===== src/rtl/imem_loader_if.sv =====
// imem_loader_if: byte-stream input, instruction-memory write port and loader status
interface imem_loader_if #(parameter int ADDR_W = 8);
    logic              start;
    logic [7:0]        byte_in;
    logic              byte_valid;
    logic              byte_ready;
    logic              wr_en;
    logic [ADDR_W-1:0] wr_addr;
    logic [15:0]       wr_data;
    logic              busy;
    logic              done;
    logic              error;
    logic              cpu_hold;
    modport master(
        output start, byte_in, byte_valid,
        input  byte_ready, wr_en, wr_addr, wr_data, busy, done, error, cpu_hold
    );
    modport slave(
        input  start, byte_in, byte_valid,
        output byte_ready, wr_en, wr_addr, wr_data, busy, done, error, cpu_hold
    );
endinterface


===== src/rtl/imem_loader.sv =====
// imem_loader: loads a header/words/XOR-checksum byte stream into instruction memory, holding the CPU until success
module imem_loader #(
    parameter int MAX_WORDS = 32,
    parameter int ADDR_W    = 8
) (
    input logic         clk,
    input logic         rst,
    imem_loader_if.slave bus
);
    typedef enum logic [2:0] {IDLE, HDR, HI, LO, WRITE, CHK, DONE, ERR} state_t;
    state_t     state, nxt;
    logic [7:0] n, hi, lo, x, idx;
    logic       xfer;
    assign xfer = bus.byte_valid & bus.byte_ready;
    always_ff @(posedge clk) begin
        if (rst) state <= IDLE;
        else     state <= nxt;
    end
    always_comb begin
        nxt = state;
        case (state)
            IDLE, DONE, ERR: nxt = bus.start ? HDR : state;
            HDR:   if (xfer) nxt = (bus.byte_in != 8'd0 && bus.byte_in <= 8'(MAX_WORDS)) ? HI : ERR;
            HI:    if (xfer) nxt = LO;
            LO:    if (xfer) nxt = WRITE;
            WRITE: nxt = (idx + 8'd1 == n) ? CHK : HI;
            CHK:   if (xfer) nxt = (bus.byte_in == x) ? DONE : ERR;
            default: nxt = IDLE;
        endcase
    end
    // The checksum byte itself is compared, never folded into x.
    always_ff @(posedge clk) begin
        if (rst) begin
            n   <= '0;
            hi  <= '0;
            lo  <= '0;
            x   <= '0;
            idx <= '0;
        end else begin
            case (state)
                IDLE, DONE, ERR: if (bus.start) begin
                    idx <= '0;
                    x   <= '0;
                end
                HDR: if (xfer) begin
                    n <= bus.byte_in;
                    x <= x ^ bus.byte_in;
                end
                HI: if (xfer) begin
                    hi <= bus.byte_in;
                    x  <= x ^ bus.byte_in;
                end
                LO: if (xfer) begin
                    lo <= bus.byte_in;
                    x  <= x ^ bus.byte_in;
                end
                WRITE: idx <= idx + 8'd1;
                default: ;
            endcase
        end
    end
    assign bus.byte_ready = state inside {HDR, HI, LO, CHK};
    assign bus.wr_en      = state == WRITE;
    assign bus.wr_addr    = ADDR_W'({idx, 1'b0});
    assign bus.wr_data    = {hi, lo};
    assign bus.busy       = state inside {HDR, HI, LO, WRITE, CHK};
    assign bus.done       = state == DONE;
    assign bus.error      = state == ERR;
    assign bus.cpu_hold   = state != DONE;
endmodule


===== src/flat_wrapper.sv =====
// flat-port wrapper written by rule: the top's interface ports become plain ports
module imem_loader_flat 
#(
    parameter int MAX_WORDS = 32,
    parameter int ADDR_W    = 8
)
  (clk, rst, bus_start, bus_byte_in, bus_byte_valid, bus_byte_ready, bus_wr_en, bus_wr_addr, bus_wr_data, bus_busy, bus_done, bus_error, bus_cpu_hold);
  imem_loader_if #(.ADDR_W(ADDR_W)) bus_i ();
  input logic clk;
  input logic rst;
  input wire logic [$bits(bus_i.start)-1:0] bus_start;
  input wire logic [$bits(bus_i.byte_in)-1:0] bus_byte_in;
  input wire logic [$bits(bus_i.byte_valid)-1:0] bus_byte_valid;
  output wire logic [$bits(bus_i.byte_ready)-1:0] bus_byte_ready;
  output wire logic [$bits(bus_i.wr_en)-1:0] bus_wr_en;
  output wire logic [$bits(bus_i.wr_addr)-1:0] bus_wr_addr;
  output wire logic [$bits(bus_i.wr_data)-1:0] bus_wr_data;
  output wire logic [$bits(bus_i.busy)-1:0] bus_busy;
  output wire logic [$bits(bus_i.done)-1:0] bus_done;
  output wire logic [$bits(bus_i.error)-1:0] bus_error;
  output wire logic [$bits(bus_i.cpu_hold)-1:0] bus_cpu_hold;
  assign bus_i.start = bus_start;
  assign bus_i.byte_in = bus_byte_in;
  assign bus_i.byte_valid = bus_byte_valid;
  assign bus_byte_ready = bus_i.byte_ready;
  assign bus_wr_en = bus_i.wr_en;
  assign bus_wr_addr = bus_i.wr_addr;
  assign bus_wr_data = bus_i.wr_data;
  assign bus_busy = bus_i.busy;
  assign bus_done = bus_i.done;
  assign bus_error = bus_i.error;
  assign bus_cpu_hold = bus_i.cpu_hold;
  imem_loader #(.MAX_WORDS(MAX_WORDS), .ADDR_W(ADDR_W)) u_core (.clk(clk), .rst(rst), .bus(bus_i));
endmodule

===== config.mk =====
export PLATFORM = sky130hd
export DESIGN_NAME = imem_loader_flat
export DESIGN_NICKNAME = d
export VERILOG_FILES = /design/src/rtl/imem_loader_if.sv /design/src/rtl/imem_loader.sv /design/src/flat_wrapper.sv
export SDC_FILE = /design/constraint.sdc
export NUM_CORES = 1
export LEC_CHECK = 0
export BUFFER_PORTS_ARGS = -buffer_cell sky130_fd_sc_hd__buf_4
export CORE_MARGIN = 3
export CORE_UTILIZATION = 56
export CTS_CLUSTER_SIZE = 30
export DETAILED_ROUTE_END_ITERATION = 10
export PLACE_DENSITY = 0.85
export SETUP_SLACK_MARGIN = 0.1
export SYNTH_ARGS = -nofsm -noshare
export SYNTH_HDL_FRONTEND = slang
export SYNTH_SLANG_ARGS = --single-unit

===== constraint.sdc =====
create_clock -name clk -period 2.4 [get_ports clk]
set_clock_uncertainty 0.2 [all_clocks]
set_input_delay 0.48 -clock clk [delete_from_list [all_inputs] [get_ports clk]]
set_output_delay 0.48 -clock clk [all_outputs]
set_load 0.03 [all_outputs]

Word level (Yosys, flattened, before mapping). Index checks and enable logic that the tools add are counted.

Flip-flop bits (word level): 43. Output and inout port bits: 30. Logic and storage cells: 54. Input bits: 12.

Reductions and logical operators: 15. Multiplexer cells: 13. Add/subtract/negate cells: 1. $lt $le $gt $ge: 1. Equality and inequality tests: 16. Bitwise gates (word level): 2.

Operator list (number): one-hot mux 8 bit (2 select lines) (2); 2-to-1 mux 3 bit (7); one-hot mux 3 bit (6 select lines) (1); == test 8 bit (2); 2-to-1 mux 8 bit (2); == test 3 bit (second input constant) (4); inequality test 2 x 1 -> 1 bit (second input constant) (5); adder 8 x 1 -> 8 bit (second input constant) (1); less-or-equal comparator 8 x 6 -> 1 bit (second input constant) (1); AND reduction 2 bit (4); nonzero test 8 bit (1); XOR 8 bit (1); == test 3 x 2 -> 1 bit (second input constant) (2); OR reduction 3 bit (2); AND reduction 5 bit (1); nonzero test 5 bit (1); nonzero test 2 bit (2); nonzero test 4 bit (1); == test 3 x 1 -> 1 bit (second input constant) (1); zero test 3 bit (1); inequality test 3 bit (second input constant) (1); AND reduction 3 bit (1); inequality test 2 bit (second input constant) (1); bitwise AND 1 bit (1); other kinds (2) (2).

Depth between registers and ports, before layout. Gate-level depths: netlist of run 1.

Depth in word-level cells: 5. Mapped depth: 9. Mapped depth without buffers: 7.

Least setup slack after synthesis of run 1. No wires, ideal clock.

Path kind: reg2reg. Start point: register u_core.state[1]. End point: register u_core.x[2]. Required time: 2130 ps. Setup slack: 177 ps. Arrival: 1952 ps. Stages on the path, launching flop included: 8. Period minus slack after synthesis: 2223 ps. Path buffers: 2. Setup time: 70 ps. Cell sequence: dfxtp_1 > buf_4 > buf_2 > inv_1 > ha_1 > nor4_1 > nand3b_1 > a21oi_1.

Word-level cells in the longest chain between the ends: 5. Elaborated cells on any way between the ends: 16. Those cells by class: eq/ne (8); mux (1); bitwise (1); reduce/logical (6).

Ends and longest elaborated chain: start, declared (line imem_loader.sv:11) `state_t state, nxt;`; start signal, assigned (line imem_loader.sv:17) `else state <= nxt;`; == test 3 x 1 -> 1 bit, or another cell as far along (line imem_loader.sv:40, imem_loader.sv:62); nonzero test 4 bit (line imem_loader.sv:62) `assign bus.byte_ready = state inside {HDR, HI, LO, CHK};`; bitwise AND 1 bit (line imem_loader.sv:14) `assign xfer = bus.byte_valid & bus.byte_ready;`; inequality test 2 x 1 -> 1 bit (no line); AND reduction 3 bit (no line); end signal, assigned (line imem_loader.sv:47) `x <= x ^ bus.byte_in;`; end signal, assigned (line imem_loader.sv:51) `x <= x ^ bus.byte_in;`; end signal, assigned (line imem_loader.sv:55) `x <= x ^ bus.byte_in;`; end, declared (line imem_loader.sv:12) `logic [7:0] n, hi, lo, x, idx;`.

Parallel ways exist; a longest one is shown, timed or not. A chain may end at the register's enable or synchronous reset.

Worst setup path after layout of run 1.
Start point: register u_core.state[0]. End point: output port bus_busy.

Word-level cells in the longest chain between the ends: 2. Elaborated cells on any way between the ends: 6. Those cells by class: eq/ne (5); reduce/logical (1).

Ends and longest elaborated chain: == test 3 x 1 -> 1 bit, or another cell as far along (line imem_loader.sv:66) `assign bus.busy = state inside {HDR, HI, LO, WRITE, CHK};`; nonzero test 5 bit (*) (line imem_loader.sv:66); end, declared (line flat_wrapper.sv:18) `output wire logic [$bits(bus_i.busy)-1:0] bus_busy;`.

Mark *: on every way between the ends. The rest lies on a longest branch, timed or not.

==> results of run 1 <==
## where the power goes
| group | internal [mW] | switching (mW) | total, mW |
|---|---|---|---|
| clock | 0.204 | 0.244 | 0.447 |
| combinational | 0.136 | 0.203 | 0.339 |
| sequential | 0.735 | 0.0251 | 0.760 |
## worst max path at each step
| stage | endpoint | cells past startpoint | from | slack (ns) |
|---|---|---|---|---|
| floorplan | u_core.x[2] | 7 | u_core.state[1] | 0.18 |
| global placement | u_core.state[0] | 6 | bus_byte_in[1] | 0.14 |
| detailed placement | u_core.state[0] | 6 | bus_byte_in[1] | 0.08 |
| CTS | bus_error | 4 | u_core.state[2] | 0.14 |
| global route | bus_error | 3 | u_core.state[0] | 0.14 |
| finish | bus_busy | 3 | u_core.state[0] | 0.25 |
## stage by stage
stage | util, % | instance area, µm² | hold slack [ns]
2_1_floorplan | - | 2400 | 0.262
3_3_place_gp | 65.9 | 2680 | 0.245
3_5_place_dp | 65.9 | 2680 | 0.248
4_1_cts | 68.0 | 2760 | 0.259
5_1_grt | 68.3 | 2770 | 0.277
6_report | 68.3 | 2770 | 0.259
## layout by cell type (no fill, tap or decap), types with 5 or more instances in the layout
master / n
mux2i_1: 9
buf_4: 51
nand3_1: 5
clkbuf_8: 5
nand2_1: 41
dfxtp_1: 40
nor2_1: 29
inv_1: 7
xnor2_1: 6
nand3b_1: 9
xor2_1: 10
a21oi_1: 39
o21ai_0: 20
or3_1: 5
a31oi_1: 5
## final cells by class
| type | instances | area [µm²] | share of cell area, % |
|---|---|---|---|
| multi-input combinational | 228 | 1350 | 48.7 |
| sequential | 43 | 865 | 31.2 |
| timing repair buffer | 51 | 383 | 13.8 |
| clock buffer | 6 | 72.6 | 2.62 |
| tap | 50 | 62.6 | 2.26 |
| inverter | 7 | 26.3 | 0.948 |
| clock inverter | 2 | 12.5 | 0.451 |
## layer usage
metal | track usage, % | part of all wire, % | routed length, µm | vias up
met5 | 0 | 0 | 0 | -
met4 | 8.56 | 1.1 | 61 | 0
met3 | 4.07 | 5.9 | 334 | 5
met2 | 34.3 | 48 | 2730 | 71
met1 | 31.9 | 45 | 2560 | 1046
li1 | - | - | - | 1119
## registers in the layout (all words and copies together) (netlist names)
name          flops
u_core.n          8
u_core.hi         8
u_core.state      3
u_core.x          8
u_core.lo         8
u_core.idx        8
## cell families after synthesis
logic type      Yosys count  share of synthesized area (%)
simple gates            116                           23.8
compound gates           82                           19.8
flops                    43                           35.8
buf+inv                  37                           8.28
xor+xnor                 17                           6.77
mux                       9                           3.75
fa+ha+maj                 3                           1.56
other cells               1                          0.156
## tightest hold or removal path: cells and delay by family, from the launching register on
family          cells  cell delay [ns]
compound gates      1             0.05
simple gates        1             0.05
flops               1             0.32
## repair_timing
item                                   in CTS  in global routing
setup endpoints to repair                   0                  2
resized for setup                           0                  5
endpoints found under the hold margin       0                  0
==> results.md, run 1 <==
* Ys async rst share at 0%
* Final period util at 89.7%
* Core area at 4060 µm²
* Final std cells w/o fill at 387
* Hold Vio Cnt, Final at 0
* Yosys Warn Count at 0
* Post-synth net total at 323
* Iter 0 DRT Violations at about 170
* Critical path peak fanout at 14
* First-pass iteration count of the detailed router at 4
* Post-synth EDFFs at 0
* CP arrival at 1.47 ns
* First-pass GRT wire length at between 9000 and 10000 µm
* Die area at between 5000 and 6000 µm²
* Initial antenna violation count at 0
* # rows at 23
* CP max stage cell: dfxtp_1
* Post-Syn Instances at approximately 310
* Hold Path Depth at 2
* Slew Limit Fails at 0
* GRT Overall Usage at 22.5%
* Yosys top cell by area: dfxtp_1
* Post-DRT Antenna Nets at 0
* Clk sinks at 43
* Area share of the largest cell type after synthesis at between 30% and 40%
* Synthesized flop and latch total at 43
* Synth Area per Inst at 7.80 µm²
* Layout cell share with drive strength beyond 1 at about a fifth
* Final setup violation count at 0
* Commonest cells in the netlist: dfxtp_1 (43), nand2_1 (41), a21oi_1 (39)
* Routed wire per std cell at between 10 and 15 µm
* Post-synthesis sequential area ratio at 35.8%
* Worst VDD drop at 0.000464 V
* Area Overhead vs Synth at 15.4%
* Status: completed
* Antenna cell count at 0
* Hold Crit Start: u_core.hi[4]
* Setup crit start kind: flip-flop
* Crit path cell chain: or3_1, and2_1, buf_4
* Reg-to-reg setup timing slack at 0.30 ns
* Yosys cell types at between 40 and 50
* Largest stage delay on the critical path at 0.45 ns
* Crit Path Category: flip-flop to output pin
* Hold buffers post-CTS at 0
* Chip Width at 71.5 µm
* Max clock buf depth at 2
* Vias per inst at 5.79
* Place WS at 0.0801 ns
* Die Span Y at 71.5 µm
* RSZ-0062 raised after global routing: no
* Rel. slew slack at 66.6%
* Pwr dens at 558 nW/µm²
* Worst EP required at 1.72 ns
* Routability Congestion at 0.829
* Dpl cells at between 300 and 400
* Crit. End Element: output pin
* Largest net degree at the start of global routing at 45
* Setup WS post-layout at 0.247 ns
* Initial core utilization at 59.2%
* Via Count at approximately 2200
* Top cells by area, synth: dfxtp_1 (36%), a21oi_1 (8.1%), nand2_1 (6.4%)
* Reg clk slew, reported paths at 0.08 ns
* Latest clock arrival within the worst-skew pair at 0.29 ns
* Fin nets at approximately 350
* CTS root buffer: clkbuf_8
* End point of the worst hold path: u_core.hi[4]
* Post-CTS Setup Bufs at 0
* Reg2reg end: u_core.state[0]
* Top_reg_cell synth: dfxtp_1
* WP buf/inv at 1
* CTS H-tree lvls at 2
* Vias in the first global route at around 2100
* Worst r2r src: u_core.idx[0]
* Grt ovf at 0
* FILL cells at 340
* Post-Syn Area at 2400 µm²
* Max frequency at 465 MHz
* Power consumption at 1.55 mW
* MaxCap Viol Count at 0
* Static Leak at 1.08 nW
* Hold Crit Class: flip-flop to flip-flop
* Final min period at 2.15 ns
* DRC errors left at 0
* Port Buffers at 40
* Num CTS Buffers at 5
* CTS tree: built
* Routed WL at around 5700 µm
* Detailed Place HPWL at 3910 µm
* Reg2Reg Depth at 5
* Setup TNS at 0 ns
* Least-Margin Pin Slew at 0.500 ns
* Most numerous cell in the Yosys netlist: dfxtp_1
* Delay-heaviest family, CP: simple AND/OR/NAND/NOR gates
* IO Pins at 42
Note: power is estimated with default switching activity, not from simulation.
==> run 2: changes to the inputs <==
Settings changed: CORE_UTILIZATION 56 to 60, PLACE_DENSITY 0.85 to 0.9.
Clock period 2.4 ns to 2.79 ns, I/O delays scaled along.
==> run 2 against run 1 <==
- via count is 3.0% higher
- sequential power shrank 14%
- critical path depth is 3 higher
- clock-buffer cell count decreased by 1
- design area down 0.36%
- power decreased by 7.1%
- non-clock buffer count shrank 4
- register-to-register slack gained 0.12 ns
- combinational power fell by 14%
- flip-flop and latch count is the same
- highest routed layer unchanged
==> results.md, run 2 (same netlist as run 1, synthesis figures left out) <==
* Critical path peak fanout at 14 (unchanged)
* Crit Path Category: flip-flop to output pin (unchanged)
* Iter 0 DRT Violations at 222 (was 167)
* Via Count at 2309 (was 2241)
* Final setup violation count at 0 (unchanged)
* Largest stage delay on the critical path at 0.61 ns (was 0.45 ns)
* Latest clock arrival within the worst-skew pair at 0.30 ns (was 0.29 ns)
* RSZ-0062 raised after global routing: no (unchanged)
* CP arrival at 1.62 ns (was 1.47 ns)
* Reg clk slew, reported paths at 0.08 ns (about the same)
* IO Pins at 42 (unchanged)
* Crit. End Element: output pin (unchanged)
* Final period util at 85.3%
* Final min period at ~2.4 ns
* Max frequency at 420 MHz
* First-pass iteration count of the detailed router at 4 (unchanged)
* Setup crit start kind: flip-flop (unchanged)
* Fin nets at 347 (was 351)
* Grt ovf at 0 (unchanged)
* Layout cell share with drive strength beyond 1 at 18.3% (was 20.2%)
* Most frequent cells in the layout: buf_4 (47), dfxtp_1 (43), nand2_1 (41) (was buf_4 (51), nand2_1 (41), dfxtp_1 (40))
* Detailed Place HPWL at 3980 µm (was 3910 µm)
* CTS root buffer: clkbuf_8 (unchanged)
* Routed WL at 5840 µm (was 5680 µm)
* Routability Congestion at 0.859 (was 0.829)
* Most common library cell in the layout ignoring fill and taps: buf_4 (unchanged)
* CTS tree: built (unchanged)
* Post-CTS Setup Bufs at 0 (unchanged)
* Status: completed (unchanged)
* Hold Crit Class: flip-flop to flip-flop (unchanged)
* DRC errors left at 0 (unchanged)
* Crit path cell chain: inv_1, buf_4, nor2_1, nand2_1, inv_1, buf_4 (was or3_1, and2_1, buf_4)
* Worst hold slack at 0.264 ns (was 0.259 ns)
* Post-DRT Antenna Nets at 0 (unchanged)
* Die area at 4800 µm² (was 5110 µm²)
* GRT Overall Usage at 24.1% (was 22.5%)
* Max clock buf depth at 2 (unchanged)
* Static Leak at 1.08 nW (about the same)
* Num CTS Buffers at 5 (unchanged)
* Die Span Y at 69.3 µm (was 71.5 µm)
* CTS H-tree lvls at 2 (unchanged)
* Vias per inst at 6.06 (was 5.79)
* Pwr dens at 520 nW/µm² (was 558 nW/µm²)
* Core area at 3770 µm² (was 4060 µm²)
* Chip Width at 69.3 µm (was 71.5 µm)
* Antenna cell count at 0 (unchanged)
* MaxCap Viol Count at 0 (unchanged)
* CP max stage cell: dfxtp_1 (unchanged)
* Largest net degree at the start of global routing at 45 (unchanged)
* Hold Vio Cnt, Final at 0 (unchanged)
* Slew Limit Fails at 0 (unchanged)
* Worst EP required at 2.03 ns (was 1.72 ns)
* Clk sinks at 43 (unchanged)
* Setup TNS at 0 ns (unchanged)
* Area Overhead vs Synth at 14.9% (was 15.4%)
* # rows at 22 (was 23)
* Least-Margin Pin Slew at 0.878 ns (was 0.500 ns)
* First-pass GRT wire length at 9530 µm (was 9440 µm)
* Vias in the first global route at 2049 (was 2056)
* # resized after CTS at 1 (was 0)
* Port Buffers at 40 (unchanged)
* Rel. slew slack at 41.0% (was 66.6%)
* Delay-heaviest family, CP: flip-flops (was simple AND/OR/NAND/NOR gates)
* Initial core utilization at 63.7% (was 59.2%)
* Initial antenna violation count at 0 (unchanged)
* WP buf/inv at 4 (was 1)
* Worst VDD drop at 0.000479 V (was 0.000464 V)
* Routed wire per std cell at 15.3 µm (was 14.7 µm)
* Hold buffers post-CTS at 0 (unchanged)
-- run 2: metal layers --
layer | wire [µm] | GRT usage (%) | vias up
met2 | 2820 | 38.5 | 80
met3 | 368 | 4.93 | 11
met4 | 90 | 9.98 | 0
met1 | 2560 | 31.6 | 1109
li1 | - | - | 1109
met5 | 0 | 0 | -
-- run 2: final cells by class --
class,count,area (µm²)
Tap cell,48,60.1
Fill cell,297,1010
Sequential cell,43,861
Clock buffer,5,68.8
Clock inverter,3,43.8
Multi-Input combinational cell,228,1350
Inverter,7,26.3
Timing Repair Buffer,47,353
-- run 2: per-stage QoR --
| step | power (mW) | instance area (µm²) | std cells | utilization [%] | setup slack, ns |
|---|---|---|---|---|---|
| global placement | 0.941 | 2640 | 373 | 70.1 | 0.309 |
| global route | 1.49 | 2760 | 381 | 73.2 | 0.230 |
| detailed placement | 0.948 | 2640 | 373 | 70.1 | 0.0831 |
| finish | 1.44 | 2760 | 381 | 73.2 | 0.411 |
| floorplan | 0.870 | 2400 | 308 | - | 0.564 |
| CTS | 1.43 | 2760 | 381 | 73.2 | 0.415 |
-- run 2: report_power, final --
part	internal (mW)	total, mW	switching (mW)
logic	0.114	0.292	0.178
clock network	0.267	0.491	0.224
registers	0.632	0.654	0.0213
-- run 2: worst register-to-register path, stage by stage, from the launching register on --
cell	delay, ns
dfxtp_1	0.61
inv_1	0.12
ha_1	0.25
nor4_2	0.79
nand3b_1	0.15
a21oi_1	0.19
-- run 2: final timing paths --
kind | startpoint | end | slack, ns | depth (start not counted)
setup / recovery | u_core.state[1] | bus_done | 0.41 | 6
hold / removal | u_core.hi[4] | u_core.hi[4] | 0.26 | 2
setup reg to reg | u_core.state[1] | u_core.x[3] | 0.42 | 5
hold reg to reg | u_core.hi[4] | u_core.hi[4] | 0.26 | 2
==> run 3: changes to the inputs <==
Settings changed: PLACE_DENSITY 0.9 to unset, PLACE_DENSITY_LB_ADDON set to 0.1.
==> run 3 against run 2 <==
- utilization fell by 0.83 points
- setup slack worse by 0.15 ns
- cell count fell by 0.79%
- critical endpoint is now bus_wr_en
- sequential power hardly changed
- combinational power is 3% lower
- clock-buffer cell count rose by 1
- power fell by 1.7%
- non-clock buffer count fell by 2
- largest cell class unchanged
- die area unchanged
- wire length decreased by 3.5%
- first-iteration DRC count down 20%
- largest power group unchanged
==> results.md, run 3 (same netlist as run 1, synthesis figures left out) <==
* First-pass GRT wire length at 9380 µm (was 9530 µm)
* Clk sinks at 43 (unchanged)
* Seq pwr share at 46.4% (was 45.5%)
* Vias in the first global route at 2076 (was 2049)
* Largest stage delay on the critical path at 0.62 ns (was 0.61 ns)
* Most frequent cells in the layout: buf_4 (45), dfxtp_1 (43), nand2_1 (41) (was buf_4 (47), dfxtp_1 (43), nand2_1 (41))
* Pwr dens at 517 nW/µm² (was 520 nW/µm²)
* Fin nets at 345 (was 347)
* Critical path peak fanout at 14 (unchanged)
* Slew Limit Fails at 0 (unchanged)
* Iter 0 DRT Violations at 177 (was 222)
* GRT Overall Usage at 23.5% (was 24.1%)
* Hold Vio Cnt, Final at 0 (unchanged)
* First-pass iteration count of the detailed router at 4 (unchanged)
* Switch share at 28.8% (was 29.5%)
* Gate power share at 20.0% (was 20.3%)
* Routability Congestion at 0.858 (was 0.859)
* Port Buffers at 40 (unchanged)
* CTS H-tree lvls at 2 (unchanged)
* Final period util at 90.6% (was 85.3%)
* Final min period at 2.53 ns (was 2.38 ns)
* IO Pins at 42 (unchanged)
* Least-Margin Pin Slew at 0.503 ns (was 0.878 ns)
* Area Overhead vs Synth at 13.6% (was 14.9%)
* Final std cells w/o fill at 378 (was 381)
* Static Leak at 1.06 nW (was 1.08 nW)
* Initial antenna violation count at 0 (unchanged)
* Core area at 3770 µm² (unchanged)
* CTS tree: built (unchanged)
* Dpl cells at 371 (was 373)
* CTS root buffer: clkbuf_8 (unchanged)
* Post-DRT Antenna Nets at 0 (unchanged)
* Crit. End Element: output pin (unchanged)
* Worst EP required at 2.03 ns (about the same)
* Max frequency at 396 MHz (was 420 MHz)
* Latest clock arrival within the worst-skew pair at 0.30 ns (about the same)
* Crit path cell chain: nand2_1, inv_1, buf_4 (was inv_1, buf_4, nor2_1, nand2_1, inv_1, buf_4)
* Routed WL at 5630 µm (was 5840 µm)
* Die area at 4800 µm² (unchanged)
* DRC errors left at 0 (unchanged)
* Status: completed (unchanged)
* Antenna cell count at 0 (unchanged)
* Hold Crit Class: flip-flop to flip-flop (unchanged)
* Grt ovf at 0 (unchanged)
* Via Count at 2228 (was 2309)
* Area after DPL at 2630 µm² (was 2640 µm²)
* Pint at 1.01 mW (about the same)
* Vias per inst at 5.89 (was 6.06)
* RSZ-0062 raised after global routing: no (unchanged)
* Layout cell share with drive strength beyond 1 at 17.0% (was 18.3%)
* Setup WS post-layout at 0.262 ns (was 0.411 ns)
* Detailed Place HPWL at 3940 µm (was 3980 µm)
* Initial core utilization at 63.7% (unchanged)
* Hold Path Depth at 2 (unchanged)
* Die Span Y at 69.3 µm (unchanged)
* Num CTS Buffers at 5 (unchanged)
* CP arrival at 1.77 ns (was 1.62 ns)
* P_sw at 0.407 mW (was 0.423 mW)
* Worst path depth at 3 (was 6)
* Clk network pwr share at 33.6% (was 34.2%)
* Crit Path Category: flip-flop to output pin (unchanged)
* Reg2Reg Depth at 6 (was 5)
* Max clock buf depth at 2 (unchanged)
* Place WS at 0.365 ns (was 0.0831 ns)
* Final Instance Area at 2730 µm² (was 2760 µm²)
* # rows at 22 (unchanged)
* # resized after CTS at 0 (was 1)
* MaxCap Viol Count at 0 (unchanged)
* Worst VDD drop at 0.000397 V (was 0.000479 V)
* Most common library cell in the layout ignoring fill and taps: buf_4 (unchanged)
* CP max stage cell: dfxtp_1 (unchanged)
* Setup crit start kind: flip-flop (unchanged)
* Rel. slew slack at 66.4% (was 41.0%)
* Power consumption at 1.41 mW (was 1.44 mW)
* Setup TNS at 0 ns (unchanged)
* Delay-heaviest family, CP: flip-flops (unchanged)
* WP buf/inv at 2 (was 4)
* Reg clk slew, reported paths at 0.08 ns (about the same)
* Routed wire per std cell at 14.9 µm (was 15.3 µm)
* Largest net degree at the start of global routing at 45 (unchanged)
* Post-CTS Setup Bufs at 0 (unchanged)
* Hold buffers post-CTS at 0 (unchanged)
* Chip Width at 69.3 µm (unchanged)
* Final setup violation count at 0 (unchanged)
-- run 3: cell count changes in the layout (fill, tap and decap cells not counted) --
cell	delta
clkinv_2	-1
nor4_1	+1
nor4_2	-1
buf_4	-2
clkinv_4	-1
clkbuf_1	+1
-- run 3: worst register-to-register path: cells and delay by family (launching register included) --
kind                       cells  cell delay [ns]
AOI/OAI and AO/OA              2             0.61
and+or+nand+nor                2             0.37
xor gates and xnor gates       1             0.18
adders and majority gates      1             0.30
DFF                            1             0.48
-- run 3: final timing paths --
path / from / to / slack, ns
hold / removal: u_core.hi[1] / u_core.hi[1] / 0.26
setup reg to reg: u_core.idx[0] / u_core.state[0] / 0.55
setup / recovery: u_core.state[2] / bus_wr_en / 0.26
hold reg to reg: u_core.hi[1] / u_core.hi[1] / 0.26
-- run 3: final cells by class --
| type | count | area (µm²) |
|---|---|---|
| clock buffers | 6 | 72.6 |
| multi-input cells | 228 | 1340 |
| inverters | 7 | 26.3 |
| fillers | 321 | 1040 |
| well taps | 48 | 60.1 |
| clock inverters | 1 | 30.0 |
| flip-flops and latches | 43 | 861 |
| repair buffers | 45 | 338 |
-- run 3: routing by layer --
| metal | global-route usage, % | wire (µm) |
|---|---|---|
| met1 | 30.3 | 2560 |
| met2 | 37.3 | 2610 |
| met3 | 6.96 | 347 |
| met4 | 8.46 | 114 |
| met5 | 0 | 0 |
-- run 3: per-stage QoR --
stage	hold slack, ns	utilization [%]
5_1_grt	0.280	72.4
6_report	0.259	72.4
2_1_floorplan	0.262	-
4_1_cts	0.259	72.4
3_3_place_gp	0.243	69.7
3_5_place_dp	0.248	69.7
-- run 3: power groups by stage --
| stage | sequential [mW] | combinational [mW] | clock [mW] |
|---|---|---|---|
| global route | 0.658 | 0.311 | 0.496 |
| detailed placement | 0.669 | 0.280 | 0 |
| floorplan | 0.666 | 0.204 | 0 |
| global placement | 0.669 | 0.274 | 0 |
| CTS | 0.655 | 0.281 | 0.476 |
| finish | 0.655 | 0.283 | 0.474 |
